## src/rtl/instruction_fetch_unit_if.sv

```systemverilog
// Fetch-side bus: program memory read port plus the instruction
// valid/ready handshake and jump redirect toward the control unit.
interface instruction_fetch_unit_if #(
    parameter int DATA_WIDTH        = 8,
    parameter int ADDR_WIDTH        = 12,
    parameter int INSTRUCTION_WIDTH = 16
);
    logic [INSTRUCTION_WIDTH-1:0] MEM_DATA_IN;
    logic [ADDR_WIDTH-1:0]        MEM_ADDR_OUT;
    logic                         MEM_RD_EN;
    logic [DATA_WIDTH-1:0]        INSTR_OUT;
    logic [DATA_WIDTH-1:0]        ARG_OUT;
    logic [ADDR_WIDTH-1:0]        PC_OUT;
    logic                         INSTR_VALID;
    logic                         INSTR_READY;
    logic                         JUMP_EN;
    logic [ADDR_WIDTH-1:0]        PC_JUMP_IN;

    // Fetch unit side
    modport master (
        input  MEM_DATA_IN, INSTR_READY, JUMP_EN, PC_JUMP_IN,
        output MEM_ADDR_OUT, MEM_RD_EN, INSTR_OUT, ARG_OUT, PC_OUT, INSTR_VALID
    );

    // Memory / control unit side
    modport slave (
        output MEM_DATA_IN, INSTR_READY, JUMP_EN, PC_JUMP_IN,
        input  MEM_ADDR_OUT, MEM_RD_EN, INSTR_OUT, ARG_OUT, PC_OUT, INSTR_VALID
    );
endinterface

```

## src/rtl/instruction_fetch_unit.sv

```systemverilog
// Instruction fetch unit: issues sequential reads to a synchronous program
// memory, buffers returned words with their PC in a small prefetch FIFO and
// presents opcode/argument pairs in order. A jump flushes the FIFO, drops
// the read issued in the jump cycle and restarts fetching at the target.
module instruction_fetch_unit #(
    parameter int                    DATA_WIDTH        = 8,
    parameter int                    ADDR_WIDTH        = 12,
    parameter int                    INSTRUCTION_WIDTH = 16,
    parameter int                    DEPTH             = 4,
    parameter logic [ADDR_WIDTH-1:0] RESET_ADDR        = '0
) (
    input logic                      clk,
    input logic                      reset,
    instruction_fetch_unit_if.master bus
);

    localparam int PTR_W = $clog2(DEPTH);
    localparam int CNT_W = PTR_W + 1;
    localparam int OCC_W = PTR_W + 2;

    localparam logic [PTR_W-1:0]      PTR_ONE = PTR_W'(1);
    localparam logic [CNT_W-1:0]      CNT_ONE = CNT_W'(1);
    localparam logic [ADDR_WIDTH-1:0] PC_ONE  = ADDR_WIDTH'(1);

    generate
        if (INSTRUCTION_WIDTH != 2 * DATA_WIDTH) begin : g_bad_width
            $error("INSTRUCTION_WIDTH must equal 2*DATA_WIDTH");
        end
        if (DEPTH < 2 || (DEPTH & (DEPTH - 1)) != 0) begin : g_bad_depth
            $error("DEPTH must be a power of two and at least 2");
        end
    endgenerate

    typedef enum logic [1:0] {
        IDLE     = 2'd0,
        RUN      = 2'd1,
        REDIRECT = 2'd2
    } state_t;

    state_t                       state;
    logic [ADDR_WIDTH-1:0]        fetch_pc;
    logic [ADDR_WIDTH-1:0]        inflight_pc;
    logic                         inflight;

    logic [INSTRUCTION_WIDTH-1:0] fifo_word [DEPTH];
    logic [ADDR_WIDTH-1:0]        fifo_pc   [DEPTH];
    logic [PTR_W-1:0]             rd_ptr;
    logic [PTR_W-1:0]             wr_ptr;
    logic [CNT_W-1:0]             count;

    logic [OCC_W-1:0]             occupancy;
    logic                         issue;
    logic                         push;
    logic                         pop;
    logic                         fifo_valid;
    logic [INSTRUCTION_WIDTH-1:0] head_word;

    // Issue/push/pop decisions. Occupancy counts the outstanding read but
    // not a same-cycle pop, so the FIFO can never be overrun by a return.
    // Returns landing in IDLE or REDIRECT, or on a jump edge, belong to a
    // stream that has been abandoned and are dropped.
    always_comb begin
        occupancy  = OCC_W'(count) + OCC_W'(inflight);
        issue      = (state != IDLE) && (occupancy < OCC_W'(DEPTH));
        fifo_valid = (count != '0);
        push       = inflight && (state == RUN) && !bus.JUMP_EN;
        pop        = fifo_valid && bus.INSTR_READY && !bus.JUMP_EN;
        head_word  = fifo_word[rd_ptr];
    end

    assign bus.MEM_RD_EN    = issue;
    assign bus.MEM_ADDR_OUT = issue ? fetch_pc : '0;
    assign bus.INSTR_VALID  = fifo_valid;
    assign bus.INSTR_OUT    = fifo_valid ? head_word[INSTRUCTION_WIDTH-1:DATA_WIDTH] : '0;
    assign bus.ARG_OUT      = fifo_valid ? head_word[DATA_WIDTH-1:0] : '0;
    assign bus.PC_OUT       = fifo_valid ? fifo_pc[rd_ptr] : '0;

    // Sequencer: one dead cycle after reset, a one-cycle redirect per jump
    // (a jump during redirect simply restarts it).
    always_ff @(posedge clk or negedge reset) begin
        if (!reset) begin
            state <= IDLE;
        end else begin
            case (state)
                IDLE:     state <= RUN;
                RUN:      state <= bus.JUMP_EN ? REDIRECT : RUN;
                REDIRECT: state <= bus.JUMP_EN ? REDIRECT : RUN;
                default:  state <= IDLE;
            endcase
        end
    end

    // Fetch address and the single outstanding-read tracker.
    always_ff @(posedge clk or negedge reset) begin
        if (!reset) begin
            fetch_pc    <= RESET_ADDR;
            inflight    <= 1'b0;
            inflight_pc <= '0;
        end else begin
            if (bus.JUMP_EN)
                fetch_pc <= bus.PC_JUMP_IN;
            else if (issue)
                fetch_pc <= fetch_pc + PC_ONE;
            inflight    <= issue;
            inflight_pc <= fetch_pc;
        end
    end

    // FIFO pointers and occupancy; a jump empties the FIFO outright.
    always_ff @(posedge clk or negedge reset) begin
        if (!reset) begin
            rd_ptr <= '0;
            wr_ptr <= '0;
            count  <= '0;
        end else if (bus.JUMP_EN) begin
            rd_ptr <= '0;
            wr_ptr <= '0;
            count  <= '0;
        end else begin
            if (push) wr_ptr <= wr_ptr + PTR_ONE;
            if (pop)  rd_ptr <= rd_ptr + PTR_ONE;
            case ({push, pop})
                2'b10:   count <= count + CNT_ONE;
                2'b01:   count <= count - CNT_ONE;
                default: count <= count;
            endcase
        end
    end

    // FIFO storage; contents are only visible through the valid-gated outputs.
    always_ff @(posedge clk) begin
        if (push) begin
            fifo_word[wr_ptr] <= bus.MEM_DATA_IN;
            fifo_pc[wr_ptr]   <= inflight_pc;
        end
    end

endmodule

```

## src/flat_wrapper.sv

```systemverilog
// flat-port wrapper written by rule: the top's interface ports become plain ports
module instruction_fetch_unit_flat 
#(
    parameter int                    DATA_WIDTH        = 8,
    parameter int                    ADDR_WIDTH        = 12,
    parameter int                    INSTRUCTION_WIDTH = 16,
    parameter int                    DEPTH             = 4,
    parameter logic [ADDR_WIDTH-1:0] RESET_ADDR        = '0
)
  (clk, reset, bus_MEM_DATA_IN, bus_INSTR_READY, bus_JUMP_EN, bus_PC_JUMP_IN, bus_MEM_ADDR_OUT, bus_MEM_RD_EN, bus_INSTR_OUT, bus_ARG_OUT, bus_PC_OUT, bus_INSTR_VALID);
  instruction_fetch_unit_if #(.DATA_WIDTH(DATA_WIDTH), .ADDR_WIDTH(ADDR_WIDTH), .INSTRUCTION_WIDTH(INSTRUCTION_WIDTH)) bus_i ();
  input logic clk;
  input logic reset;
  input wire logic [$bits(bus_i.MEM_DATA_IN)-1:0] bus_MEM_DATA_IN;
  input wire logic [$bits(bus_i.INSTR_READY)-1:0] bus_INSTR_READY;
  input wire logic [$bits(bus_i.JUMP_EN)-1:0] bus_JUMP_EN;
  input wire logic [$bits(bus_i.PC_JUMP_IN)-1:0] bus_PC_JUMP_IN;
  output wire logic [$bits(bus_i.MEM_ADDR_OUT)-1:0] bus_MEM_ADDR_OUT;
  output wire logic [$bits(bus_i.MEM_RD_EN)-1:0] bus_MEM_RD_EN;
  output wire logic [$bits(bus_i.INSTR_OUT)-1:0] bus_INSTR_OUT;
  output wire logic [$bits(bus_i.ARG_OUT)-1:0] bus_ARG_OUT;
  output wire logic [$bits(bus_i.PC_OUT)-1:0] bus_PC_OUT;
  output wire logic [$bits(bus_i.INSTR_VALID)-1:0] bus_INSTR_VALID;
  assign bus_i.MEM_DATA_IN = bus_MEM_DATA_IN;
  assign bus_i.INSTR_READY = bus_INSTR_READY;
  assign bus_i.JUMP_EN = bus_JUMP_EN;
  assign bus_i.PC_JUMP_IN = bus_PC_JUMP_IN;
  assign bus_MEM_ADDR_OUT = bus_i.MEM_ADDR_OUT;
  assign bus_MEM_RD_EN = bus_i.MEM_RD_EN;
  assign bus_INSTR_OUT = bus_i.INSTR_OUT;
  assign bus_ARG_OUT = bus_i.ARG_OUT;
  assign bus_PC_OUT = bus_i.PC_OUT;
  assign bus_INSTR_VALID = bus_i.INSTR_VALID;
  instruction_fetch_unit #(.DATA_WIDTH(DATA_WIDTH), .ADDR_WIDTH(ADDR_WIDTH), .INSTRUCTION_WIDTH(INSTRUCTION_WIDTH), .DEPTH(DEPTH), .RESET_ADDR(RESET_ADDR)) u_core (.clk(clk), .reset(reset), .bus(bus_i));
endmodule
```

## config.mk

```make
export PLATFORM = sky130hd
export DESIGN_NAME = instruction_fetch_unit_flat
export DESIGN_NICKNAME = d
export VERILOG_FILES = /design/src/rtl/instruction_fetch_unit_if.sv /design/src/rtl/instruction_fetch_unit.sv /design/src/flat_wrapper.sv
export SDC_FILE = /design/constraint.sdc
export NUM_CORES = 1
export LEC_CHECK = 0
export ABC_AREA = 0
export CORE_ASPECT_RATIO = 1.2
export CORE_UTILIZATION = 55
export CTS_CLUSTER_DIAMETER = 80
export DETAILED_ROUTE_END_ITERATION = 10
export GPL_TIMING_DRIVEN = 0
export PLACE_DENSITY = 0.79
export SLEW_MARGIN = 10
export SYNTH_ARGS = -nofsm -noshare
export SYNTH_HDL_FRONTEND = slang
export SYNTH_SLANG_ARGS = --single-unit
```

## constraint.sdc

```tcl
create_clock -name clk -period 2.8 [get_ports clk]
set_clock_uncertainty 0.1 [all_clocks]
set_input_delay 0.42 -clock clk [delete_from_list [all_inputs] [get_ports clk]]
set_output_delay 0.42 -clock clk [all_outputs]
set_load 0.02 [all_outputs]
```

==> flow_metrics.py, run 1 <==
metrics = {
    "outcome": {
        "run_status": "finished, final reports clean",
    },
    "power": {
        "design_power_total_mw": 7.61,
        "power_leakage_nw": 2.72,
        "p_int_mw": 5.29,
        "p_sw_mw": 2.33,
        "power.density_cell_area_nw_per_um2": 1040,
        "power_frac_clock_pct": 31.1,
        "combinational_power_share_pct": 32.0,
        "power.share.sequential_pct": 36.9,
        "vdd_ir_drop_max_mv": 0.528,
        "netSwitchingFraction_pct": 30.6,
    },
    "timing": {
        "layout_min_cycle_time_ps": 2710,
        "fmaxAchievable_mhz": 369,
        "finalWorstSetupSlack_ps": 89.3,
        "timing.final.max_slew_violations": 0,
        "maxSlewHeadroom_pct": 47.5,
        "worstMarginPinSlew_ps": 787,
        "finalSetupTns_ps": 0,
        "grt_setup_unrepaired": "no",
        "hold_viol": 0,
        "finalCritPeriodShare_pct": 96.8,
        "worst_hold_slack_after_final_layout_ps": 359,
        "setup-violations-final": 0,
    },
    "hold_path": {
        "timing.hold.worst.class": "flop to flop",
        "worst_hold_path.num_cells": 0,
        "timing.hold.worst_endpoint": "u_core.inflight_pc[11]",
        "worstHoldStart": "u_core.fetch_pc[11]",
    },
    "floorplanning": {
        "dieArea_sq_um": 11100,
        "design.core.area_sq_um": 10200,
        "initial_core_util_pct": 57.6,
        "floorplan.die.height_microns": 115,
        "die_w_microns": 96.2,
        "placementRows": 40,
        "num_io_pins": 74,
    },
    "final_layout": {
        "drive_above_1_share_pct": 18.9,
        "mostFrequentLayoutCells": "112 x sky130_fd_sc_hd__edfxtp_1, 40 x sky130_fd_sc_hd__and2_1, 34 x sky130_fd_sc_hd__dfrtp_1",
        "finalCoreUtilization_pct": 72.3,
        "multi_input_area_sq_um": 1560,
        "most_common_cell_after_layout_fill_and_taps_aside": "sky130_fd_sc_hd__edfxtp_1",
        "n_antenna_cell": 0,
        "nFillCells": 620,
        "areaGrowthSynthToFinish_pct": 25.6,
        "seqCellArea_sq_um": 4210,
        "nets": 466,
    },
    "critical_path": {
        "r2r-end": "u_core.fifo_pc[3][7]",
        "end_kind": "output pin",
        "timing.critical_path.required_ps": 2280,
        "worstSetupStartpointType": "flop",
        "worst-r2r-setup-slack_ps": 550,
        "worst-endpoint-arrival_ps": 2190,
        "worst-setup-path-type": "flop to output pin",
        "critical_path.reg2reg.startpoint": "u_core.state[1]",
        "worst-path-max-fanout": 10,
        "rr_worst_depth": 5,
    },
    "routing": {
        "final_antenna_net_count": 0,
        "detail_route.drc_violations": 0,
        "detailedRoute.firstPassIterationCount": 4,
        "detailroute.via_count": 3112,
        "drt-initial-drc-count": 157,
        "postRouteWirelength_mm": 10.9,
        "via_per_inst": 5.52,
        "routedWlPerCell_microns": 19.3,
    },
    "yosys": {
        "yosys_warnings": 0,
        "postSynthNetCount": 373,
        "synth.ff_latch_count": 146,
        "sequential_element_share_of_the_synthesized_area_pct": 72.0,
        "synth_cells": 332,
        "synth_area_sq_um": 5850,
        "syn_avg_cell_area_sq_um": 17.6,
        "synth.distinct_cells": 32,
    },
    "cts": {
        "cts_tree": "built",
        "cts-root-to-sink-buffers": 2,
        "clock_latency_ps": 410,
        "clock_root_buffer": "sky130_fd_sc_hd__clkbuf_16",
        "clock_sink_count": 146,
        "number_of_clock_buffers_inserted_by_tritoncts": 17,
        "cts.repair_timing.setup_buffer_count": 0,
        "worst_setup_hold_path_clk_slew_ps": 60,
        "cts-htree-levels": 4,
    },
    "global_routing": {
        "grt_start_max_net_pins": 35,
        "initial_antenna_violation_count": 0,
        "first_global_vias": 3232,
        "grt_overflow": 0,
        "grt_pass1_wl_mm": 17.1,
        "gr-usage-all-layers_pct": 22.1,
    },
    "place": {
        "gpl.final_weighted_congestion": 0.856,
        "detailedPlacementHpwl_mm": 6.49,
        "preCtsSetupSlack_ps": 18.2,
        "buffer_ports.inserted": 73,
    },
    "flow_run": {
        "max-cap-violations": 0,
    },
}
==> worst max-delay path, cell delays in order (launching register included) <==
cell                              delay, ps
sky130_fd_sc_hd__dfrtp_1                460
sky130_fd_sc_hd__or3_2                  560
sky130_fd_sc_hd__clkbuf_4               210
sky130_fd_sc_hd__clkdlybuf4s50_1        550
==> timing repair <==
action	in CTS	in global routing
resized for setup	68	8
hold buffers	1	0
cloned	0	0
endpoints found under the hold margin	34	0
setup endpoints to repair	42	13
==> power groups by stage <==
stage                     Clock [mW]  Combinational (mW)  Sequential [mW]
after floorplan                    0                1.61             2.78
after global placement             0                2.61             2.82
after detailed placement           0                2.64             2.85
after CTS                       2.39                2.47             2.81
after global routing            2.49                2.65             2.84
final                           2.37                2.44             2.81
==> logic make-up after synthesis <==
group,Yosys count,share of synthesized area [%]
buf+inv,20,1.50
flops,146,72.0
simple gates,93,8.89
xor+xnor,15,2.24
fa+ha+maj,9,2.05
compound gates,18,2.01
mux,31,11.3
==> flip-flops by register name, indices dropped and copies added, names as in the netlist <==
name,count
u_core.fifo_word,64
u_core.fifo_pc,48
u_core.fetch_pc,12
u_core.inflight_pc,12
u_core.count,3
u_core.rd_ptr,2
u_core.state,2
u_core.wr_ptr,2
u_core.inflight,1
==> synth_stat cells <==
master,instances,area [sq um]
sky130_fd_sc_hd__edfxtp_1,112,3360
sky130_fd_sc_hd__and2_1,44,275
sky130_fd_sc_hd__dfrtp_1,34,851
sky130_fd_sc_hd__mux4_2,28,631
sky130_fd_sc_hd__nand2_1,15,56.3
sky130_fd_sc_hd__xor2_1,11,96.3
sky130_fd_sc_hd__nor2_1,10,37.5
sky130_fd_sc_hd__o21ai_0,10,50.1
sky130_fd_sc_hd__clkbuf_1,9,33.8
sky130_fd_sc_hd__ha_1,8,100
sky130_fd_sc_hd__nand3_1,7,35.0
sky130_fd_sc_hd__inv_1,6,22.5
sky130_fd_sc_hd__buf_2,4,20.0
sky130_fd_sc_hd__nand4_1,4,25.0
sky130_fd_sc_hd__xnor2_1,4,35.0
sky130_fd_sc_hd__a21oi_1,3,15.0
sky130_fd_sc_hd__and3_1,3,18.8
sky130_fd_sc_hd__mux2i_1,3,30.0
sky130_fd_sc_hd__and4_1,2,17.5
sky130_fd_sc_hd__nor3_1,2,10.0
sky130_fd_sc_hd__nor3b_1,2,15.0
sky130_fd_sc_hd__a311o_2,1,11.3
sky130_fd_sc_hd__a31oi_1,1,6.26
sky130_fd_sc_hd__and2_2,1,7.51
sky130_fd_sc_hd__buf_6,1,11.3
sky130_fd_sc_hd__fa_1,1,20.0
sky130_fd_sc_hd__nor4_1,1,6.26
sky130_fd_sc_hd__o21ai_1,1,5.00
sky130_fd_sc_hd__o31ai_4,1,21.3
sky130_fd_sc_hd__o41ai_1,1,8.76
sky130_fd_sc_hd__or3_2,1,7.51
sky130_fd_sc_hd__or3b_1,1,8.76
==> routing by layer <==
metal  vias up  part of all wire [%]  global-route usage [%]
li1       1447                     -                       -
met1      1560                    42                    27.9
met2        94                    52                    36.0
met3        11                   4.3                    5.95
met4         0                   1.5                    9.55
met5         -                     0                       0
==> area by class of cell <==
class	instances	share of cell area, %
sequential	146	57.3
inverter	6	0.306
buffer	14	1.26
tap	126	2.15
timing repair buffer	74	9.30
multi-input combinational	166	21.2
clock buffer	20	5.94
clock inverter	12	2.55
==> how the worst max path moves through the flow <==
stage	from	to	slack, ps	cells past startpoint
floorplan	u_core.state[0]	bus_MEM_ADDR_OUT[10]	530	6
global placement	bus_JUMP_EN	u_core.fifo_pc[0][0]	-30	3
detailed placement	u_core.rd_ptr[1]	bus_PC_OUT[7]	20	5
CTS	u_core.state[0]	bus_MEM_ADDR_OUT[2]	4	7
global route	u_core.state[0]	bus_MEM_ADDR_OUT[0]	0.8	7
finish	u_core.count[1]	bus_INSTR_VALID	90	3
==> stage by stage <==
| stage | cells | area [sq um] |
|---|---|---|
| 3_5_place_dp | 531 | 6740 |
| 4_1_cts | 564 | 7370 |
| 6_report | 564 | 7350 |
| 2_1_floorplan | 332 | 5850 |
| 3_3_place_gp | 531 | 6740 |
| 5_1_grt | 564 | 7350 |
(Power assumes the default switching activity.)
==> inputs of run 2 (changes only) <==
==> constraint.sdc (replaced) <==
create_clock -name clk -period 2.8 [get_ports clk]
set_clock_uncertainty 0.1 [all_clocks]
set_input_delay 0.7 -clock clk [delete_from_list [all_inputs] [get_ports clk]]
set_output_delay 0.7 -clock clk [all_outputs]
set_load 0.02 [all_outputs]
==> run 2 against run 1 <==
Effect of this change:
- the run now ends with negative setup slack left
- critical endpoint is now bus_PC_OUT[5]
- clock power about the same
- sequential share of layout area about the same
- die area unchanged
- worst hold slack got worse by 110 ps
==> flow_metrics.py, run 2 (same netlist as run 1, synthesis figures left out) <==
metrics = {
    "timing": {
        "fmaxAchievable_mhz": 354,
        "worstMarginPinSlew_ps": 791,
        "finalCritPeriodShare_pct": 101,
        "grt_setup_unrepaired": "yes",
        "layout_min_cycle_time_ps": 2820,
        "maxSlewHeadroom_pct": 47.3,
        "setup-violations-final": 5,
        "timing.final.max_slew_violations": 0,
        "hold_viol": 0,
        "finalWorstSetupSlack_ps": -22.4,
    },
    "place": {
        "place.detailed.instances": 531,
        "buffer_ports.inserted": 73,
        "gpl.final_weighted_congestion": 0.856,
        "placed_area_sq_um": 6740,
        "detailedPlacementHpwl_mm": 6.49,
    },
    "final_layout": {
        "most_common_cell_after_layout_fill_and_taps_aside": "sky130_fd_sc_hd__edfxtp_1",
        "largest_register_ff_count": 64,
        "drive_above_1_share_pct": 26.0,
        "post_layout_nonfiller_instances": 569,
        "nFillCells": 601,
        "largest-register": "u_core.fifo_word",
        "areaGrowthSynthToFinish_pct": 25.7,
        "finalCoreUtilization_pct": 72.4,
        "seqCellArea_sq_um": 4220,
        "multi_input_area_sq_um": 1560,
        "reg_top3": "u_core.fifo_word: 64 flops, u_core.fifo_pc: 48 flops",
        "mostFrequentLayoutCells": "112 x sky130_fd_sc_hd__edfxtp_1, 40 x sky130_fd_sc_hd__and2_1, 32 x sky130_fd_sc_hd__dfrtp_1",
        "design_area_sq_um": 7350,
        "n_antenna_cell": 0,
        "nets": 471,
    },
    "power": {
        "power.density_cell_area_nw_per_um2": 1060,
        "vdd_ir_drop_max_mv": 0.527,
        "power_leakage_nw": 2.73,
    },
    "cts": {
        "worst_setup_hold_path_clk_slew_ps": 60,
        "cts-root-to-sink-buffers": 2,
        "clock_latency_ps": 410,
        "cts_hold_repair.buffers": 0,
        "number_of_clock_buffers_inserted_by_tritoncts": 17,
        "clock_root_buffer": "sky130_fd_sc_hd__clkbuf_16",
        "cts-htree-levels": 4,
        "clock_sink_count": 146,
        "cts_tree": "built",
    },
    "floorplanning": {
        "die_w_microns": 96.2,
        "initial_core_util_pct": 57.6,
        "floorplan.die.height_microns": 115,
        "dieArea_sq_um": 11100,
        "design.core.area_sq_um": 10200,
        "placementRows": 40,
        "num_io_pins": 74,
    },
    "global_routing": {
        "first_global_vias": 3250,
        "grt_start_max_net_pins": 35,
        "gr-usage-all-layers_pct": 22.4,
        "grt_pass1_wl_mm": 17.3,
        "grt_overflow": 0,
        "grt_use_met2_pct": 36.8,
        "grtUsageMet3_pct": 5.29,
        "grt_most_used_layer": "met2",
        "initial_antenna_violation_count": 0,
        "grt.met1_usage_pct": 28.0,
    },
    "outcome": {
        "violations_in_the_final_reports": "negative setup slack",
        "run_status": "finished, violations left",
    },
    "critical_path": {
        "worst-path-max-fanout": 5,
        "worst-endpoint-arrival_ps": 2020,
        "crit_path_largest_cell_delay_ps": 480,
        "timing.critical_path.slowest_stage_cell": "sky130_fd_sc_hd__mux4_2",
        "end_kind": "output pin",
        "timing.critical_path.required_ps": 2000,
        "worst-setup-path-type": "flop to output pin",
        "worst_path_bufs_invs": 3,
        "crit_cells": 5,
        "rr_worst_depth": 5,
        "critical_path.reg2reg.startpoint": "u_core.state[1]",
        "crit_family": "buffers and inverters",
        "r2r-end": "u_core.fifo_word[2][7]",
        "worstSetupStartpointType": "flop",
        "cells_traversed_along_the_worst_timing_path": "buf_4 > bufbuf_16 > mux4_2 > and2_1 > buf_2",
        "worst-r2r-setup-slack_ps": 540,
    },
    "routing": {
        "routedWlPerCell_microns": 19.7,
        "drt-initial-drc-count": 198,
        "final_antenna_net_count": 0,
        "detailroute.via_count": 3171,
        "postRouteWirelength_mm": 11.2,
        "detailedRoute.firstPassIterationCount": 5,
        "via_per_inst": 5.57,
        "detail_route.drc_violations": 0,
    },
    "flow_run": {
        "max-cap-violations": 0,
    },
    "hold_path": {
        "timing.hold.worst.class": "input port to async pin",
    },
}
==> run 2: changes by cell type in the layout (fill, tap and decap cells not counted), sizes merged <==
cell / change
buf: +38
dlygate4sd2: -22
clkdlybuf4s15: -6
clkbuf: -4
bufbuf: +1
clkdlybuf4s50: -1
dlygate4sd3: -1
==> run 2: how the worst max path moves through the flow <==
stage | startpoint | endpoint | slack (ps)
3_3_place_gp | bus_JUMP_EN | u_core.fifo_pc[0][0] | -310
3_5_place_dp | u_core.rd_ptr[1] | bus_PC_OUT[7] | -260
5_1_grt | u_core.rd_ptr[0] | bus_INSTR_OUT[6] | -90
6_report | u_core.rd_ptr[0] | bus_PC_OUT[5] | -20
4_1_cts | u_core.rd_ptr[0] | bus_INSTR_OUT[6] | -30
2_1_floorplan | u_core.state[0] | bus_MEM_ADDR_OUT[10] | 250
==> run 2: per-stage QoR <==
step	setup TNS (ps)	hold slack (ps)	worst slack, ps	power [mW]
after floorplan	0	281	254	4.40
after global placement	-38000	328	-307	5.44
after detailed placement	-5150	337	-262	5.48
after CTS	-91.5	257	-26.2	7.79
after global routing	-997	308	-88.7	8.12
final	-69.9	245	-22.4	7.77
==> run 2: repair_timing <==
| action | CTS | global route |
|---|---|---|
| resized for setup | 166 | 9 |
| gates cloned | 1 | 0 |
| endpoints found under the setup margin | 42 | 28 |
| pin swaps | 1 | 0 |
| setup buffers | 5 | 0 |
==> run 2: final cells by class <==
class                   instances  share of cell area, %
multi-input cells             166                   21.2
inverters                       6                  0.340
well taps                     126                   2.14
repair buffers                 79                   8.52
clock inverters                12                   2.55
flip-flops and latches        146                   57.3
clock buffers                  20                   5.94
plain buffers                  14                   1.97
==> run 2: routing by layer <==
layer | up-vias | wire (microns)
met1 | 1586 | 4600
met4 | 0 | 140
met2 | 116 | 5900
met3 | 8 | 541
li1 | 1461 | -
met5 | - | 0
==> run 2: where the power goes <==
group	switching (mW)	total [mW]	internal, mW
combinational	1.39	2.58	1.19
sequential	0.197	2.82	2.62
clock	0.801	2.37	1.57
total	2.39	7.77	5.38
==> run 2: worst register-to-register path, cell delays in order, from the launching register on <==
cell and delay, ps:
sky130_fd_sc_hd__dfrtp_1 390, sky130_fd_sc_hd__inv_1 80, sky130_fd_sc_hd__ha_1 210, sky130_fd_sc_hd__nand2_1 150, sky130_fd_sc_hd__nor2_1 230, sky130_fd_sc_hd__and2_2 710
==> inputs of run 3 (changes only) <==
--- a/config.mk
+++ b/config.mk
@@ -11,7 +11,7 @@
 export CTS_CLUSTER_DIAMETER = 80
 export DETAILED_ROUTE_END_ITERATION = 10
 export GPL_TIMING_DRIVEN = 0
-export PLACE_DENSITY = 0.79
+export PLACE_DENSITY = 0.76
 export SLEW_MARGIN = 10
 export SYNTH_ARGS = -nofsm -noshare
 export SYNTH_HDL_FRONTEND = slang
==> run 3 against run 2 <==
Effect of this change:
- the run now ends clean
- core utilization decreased by 0.65 points
- flip-flop and latch count is the same
- via count increased by 0.19%
- worst setup slack gained 72 ps
- global-route usage is 0.81 points lower
- critical path depth unchanged
- clock power down 14%
- combinational power increased by 2%
- die area did not move
- clock-buffer cell count up 1
- highest routed layer unchanged
==> flow_metrics.py, run 3 (same netlist as run 1, synthesis figures left out) <==
metrics = {
    "power": {
        "p_sw_mw": 2.33,
        "power_leakage_nw": 2.70,
        "combinational_power_share_pct": 35.1,
        "power_frac_clock_pct": 27.2,
        "vdd_ir_drop_max_mv": 0.706,
        "power.density_cell_area_nw_per_um2": 1030,
        "p_int_mw": 5.15,
        "netSwitchingFraction_pct": 31.1,
        "power.share.sequential_pct": 37.7,
    },
    "routing": {
        "final_antenna_net_count": 0,
        "postRouteWirelength_mm": 10.7,
        "via_per_inst": 5.53,
        "detailroute.via_count": 3177,
        "drt-initial-drc-count": 123,
        "detailedRoute.firstPassIterationCount": 5,
        "detail_route.drc_violations": 0,
        "routedWlPerCell_microns": 18.7,
    },
    "cts": {
        "clock_latency_ps": 400,
        "clock_root_buffer": "sky130_fd_sc_hd__clkbuf_16",
        "number_of_clock_buffers_inserted_by_tritoncts": 17,
        "cts-htree-levels": 4,
        "cts_hold_repair.buffers": 0,
        "cts-root-to-sink-buffers": 2,
        "cts_tree": "built",
        "clock_sink_count": 146,
        "worst_setup_hold_path_clk_slew_ps": 50,
    },
    "place": {
        "preCtsSetupSlack_ps": -321,
        "detailedPlacementHpwl_mm": 6.54,
        "buffer_ports.inserted": 73,
        "gpl.final_weighted_congestion": 0.866,
    },
    "timing": {
        "finalWorstSetupSlack_ps": 49.8,
        "timing.final.max_slew_violations": 0,
        "finalCritPeriodShare_pct": 98.2,
        "setup-violations-final": 0,
        "layout_min_cycle_time_ps": 2750,
        "fmaxAchievable_mhz": 364,
        "worstMarginPinSlew_ps": 779,
        "hold_viol": 0,
        "grt_setup_unrepaired": "yes",
        "finalSetupTns_ps": 0,
        "maxSlewHeadroom_pct": 48.1,
    },
    "global_routing": {
        "initial_antenna_violation_count": 0,
        "grt_overflow": 0,
        "gr-usage-all-layers_pct": 21.6,
        "grt_pass1_wl_mm": 17.0,
        "grt_start_max_net_pins": 35,
        "first_global_vias": 3309,
    },
    "critical_path": {
        "end_kind": "output pin",
        "worst-setup-path-type": "flop to output pin",
        "worst-r2r-setup-slack_ps": 590,
        "timing.critical_path.required_ps": 2000,
        "worstSetupStartpointType": "flop",
        "worst-endpoint-arrival_ps": 1950,
        "rr_worst_depth": 5,
        "cp-startpoint": "u_core.rd_ptr[0]",
        "worst-path-max-fanout": 10,
        "worst_setup_path_endpoint": "bus_PC_OUT[9]",
        "critical_path.reg2reg.startpoint": "u_core.state[1]",
        "r2r-end": "u_core.fifo_pc[2][11]",
    },
    "floorplanning": {
        "floorplan.die.height_microns": 115,
        "num_io_pins": 74,
        "die_w_microns": 96.2,
        "dieArea_sq_um": 11100,
        "initial_core_util_pct": 57.6,
        "placementRows": 40,
        "design.core.area_sq_um": 10200,
    },
    "final_layout": {
        "most_common_cell_after_layout_fill_and_taps_aside": "sky130_fd_sc_hd__edfxtp_1",
        "mostFrequentLayoutCells": "112 x sky130_fd_sc_hd__edfxtp_1, 38 x sky130_fd_sc_hd__and2_1, 32 x sky130_fd_sc_hd__dfrtp_1",
        "reg_top3": "u_core.fifo_word: 64 flops, u_core.fifo_pc: 48 flops",
        "largest-register": "u_core.fifo_word",
        "drive_above_1_share_pct": 28.3,
        "n_antenna_cell": 0,
        "nets": 477,
        "largest_register_ff_count": 64,
        "areaGrowthSynthToFinish_pct": 24.5,
    },
    "outcome": {
        "run_status": "finished, final reports clean",
    },
    "flow_run": {
        "max-cap-violations": 0,
    },
    "hold_path": {
        "timing.hold.worst.class": "input port to async pin",
    },
}
## run 3: stage by stage
stage               utilization, %  instance area [sq um]  total power [mW]  cells  hold slack [ps]
global placement              66.3                   6740              5.45    531              323
CTS                           71.9                   7300              7.49    563              273
finish                        71.7                   7290              7.48    574              253
global route                  71.7                   7290              7.86    574              315
floorplan                        -                   5850              4.40    332              281
detailed placement            66.3                   6740              5.50    531              327
## run 3: power by group through the flow
stage | clock [mW] | combinational, mW | sequential, mW
6_report | 2.03 | 2.63 | 2.82
5_1_grt | 2.16 | 2.85 | 2.85
4_1_cts | 2.05 | 2.62 | 2.82
3_5_place_dp | 0 | 2.65 | 2.84
3_3_place_gp | 0 | 2.62 | 2.83
2_1_floorplan | 0 | 1.61 | 2.78
## run 3: area by class of cell
type	instances	area, sq um
repair buffers	85	646
multi-input cells	166	1560
fillers	641	2870
flip-flops and latches	146	4220
well taps	126	158
plain buffers	14	149
inverters	6	22.5
clock inverters	10	92.6
clock buffers	21	440
## run 3: timing repair
item | 4_1_cts | 5_1_grt
gates resized for setup | 146 | 52
pin swaps | 1 | 0
setup endpoints to repair | 42 | 39
buffers inserted | 1 | 11
hold endpoints to repair | 0 | 0
## run 3: worst max-delay path, stage by stage (launching register included)
cell	delay (ps)
sky130_fd_sc_hd__dfrtp_2	450
sky130_fd_sc_hd__buf_12	160
sky130_fd_sc_hd__buf_4	110
sky130_fd_sc_hd__mux4_2	490
sky130_fd_sc_hd__and2_1	180
sky130_fd_sc_hd__buf_2	150
## run 3: how the worst min path moves through the flow
stage / start / endpoint / depth (start not counted)
4_1_cts: reset / u_core.fetch_pc[1] / 1
3_3_place_gp: u_core.fetch_pc[11] / u_core.inflight_pc[11] / 0
6_report: reset / u_core.fetch_pc[1] / 1
2_1_floorplan: u_core.fetch_pc[11] / u_core.inflight_pc[11] / 0
5_1_grt: reset / u_core.fetch_pc[1] / 1
3_5_place_dp: u_core.fetch_pc[11] / u_core.inflight_pc[11] / 0
## run 3: metal layers
| metal | routed length, microns | track usage, % |
|---|---|---|
| met5 | 0 | 0 |
| met4 | 162 | 8.06 |
| met3 | 503 | 6.02 |
| met2 | 5670 | 36.6 |
| met1 | 4370 | 26.3 |
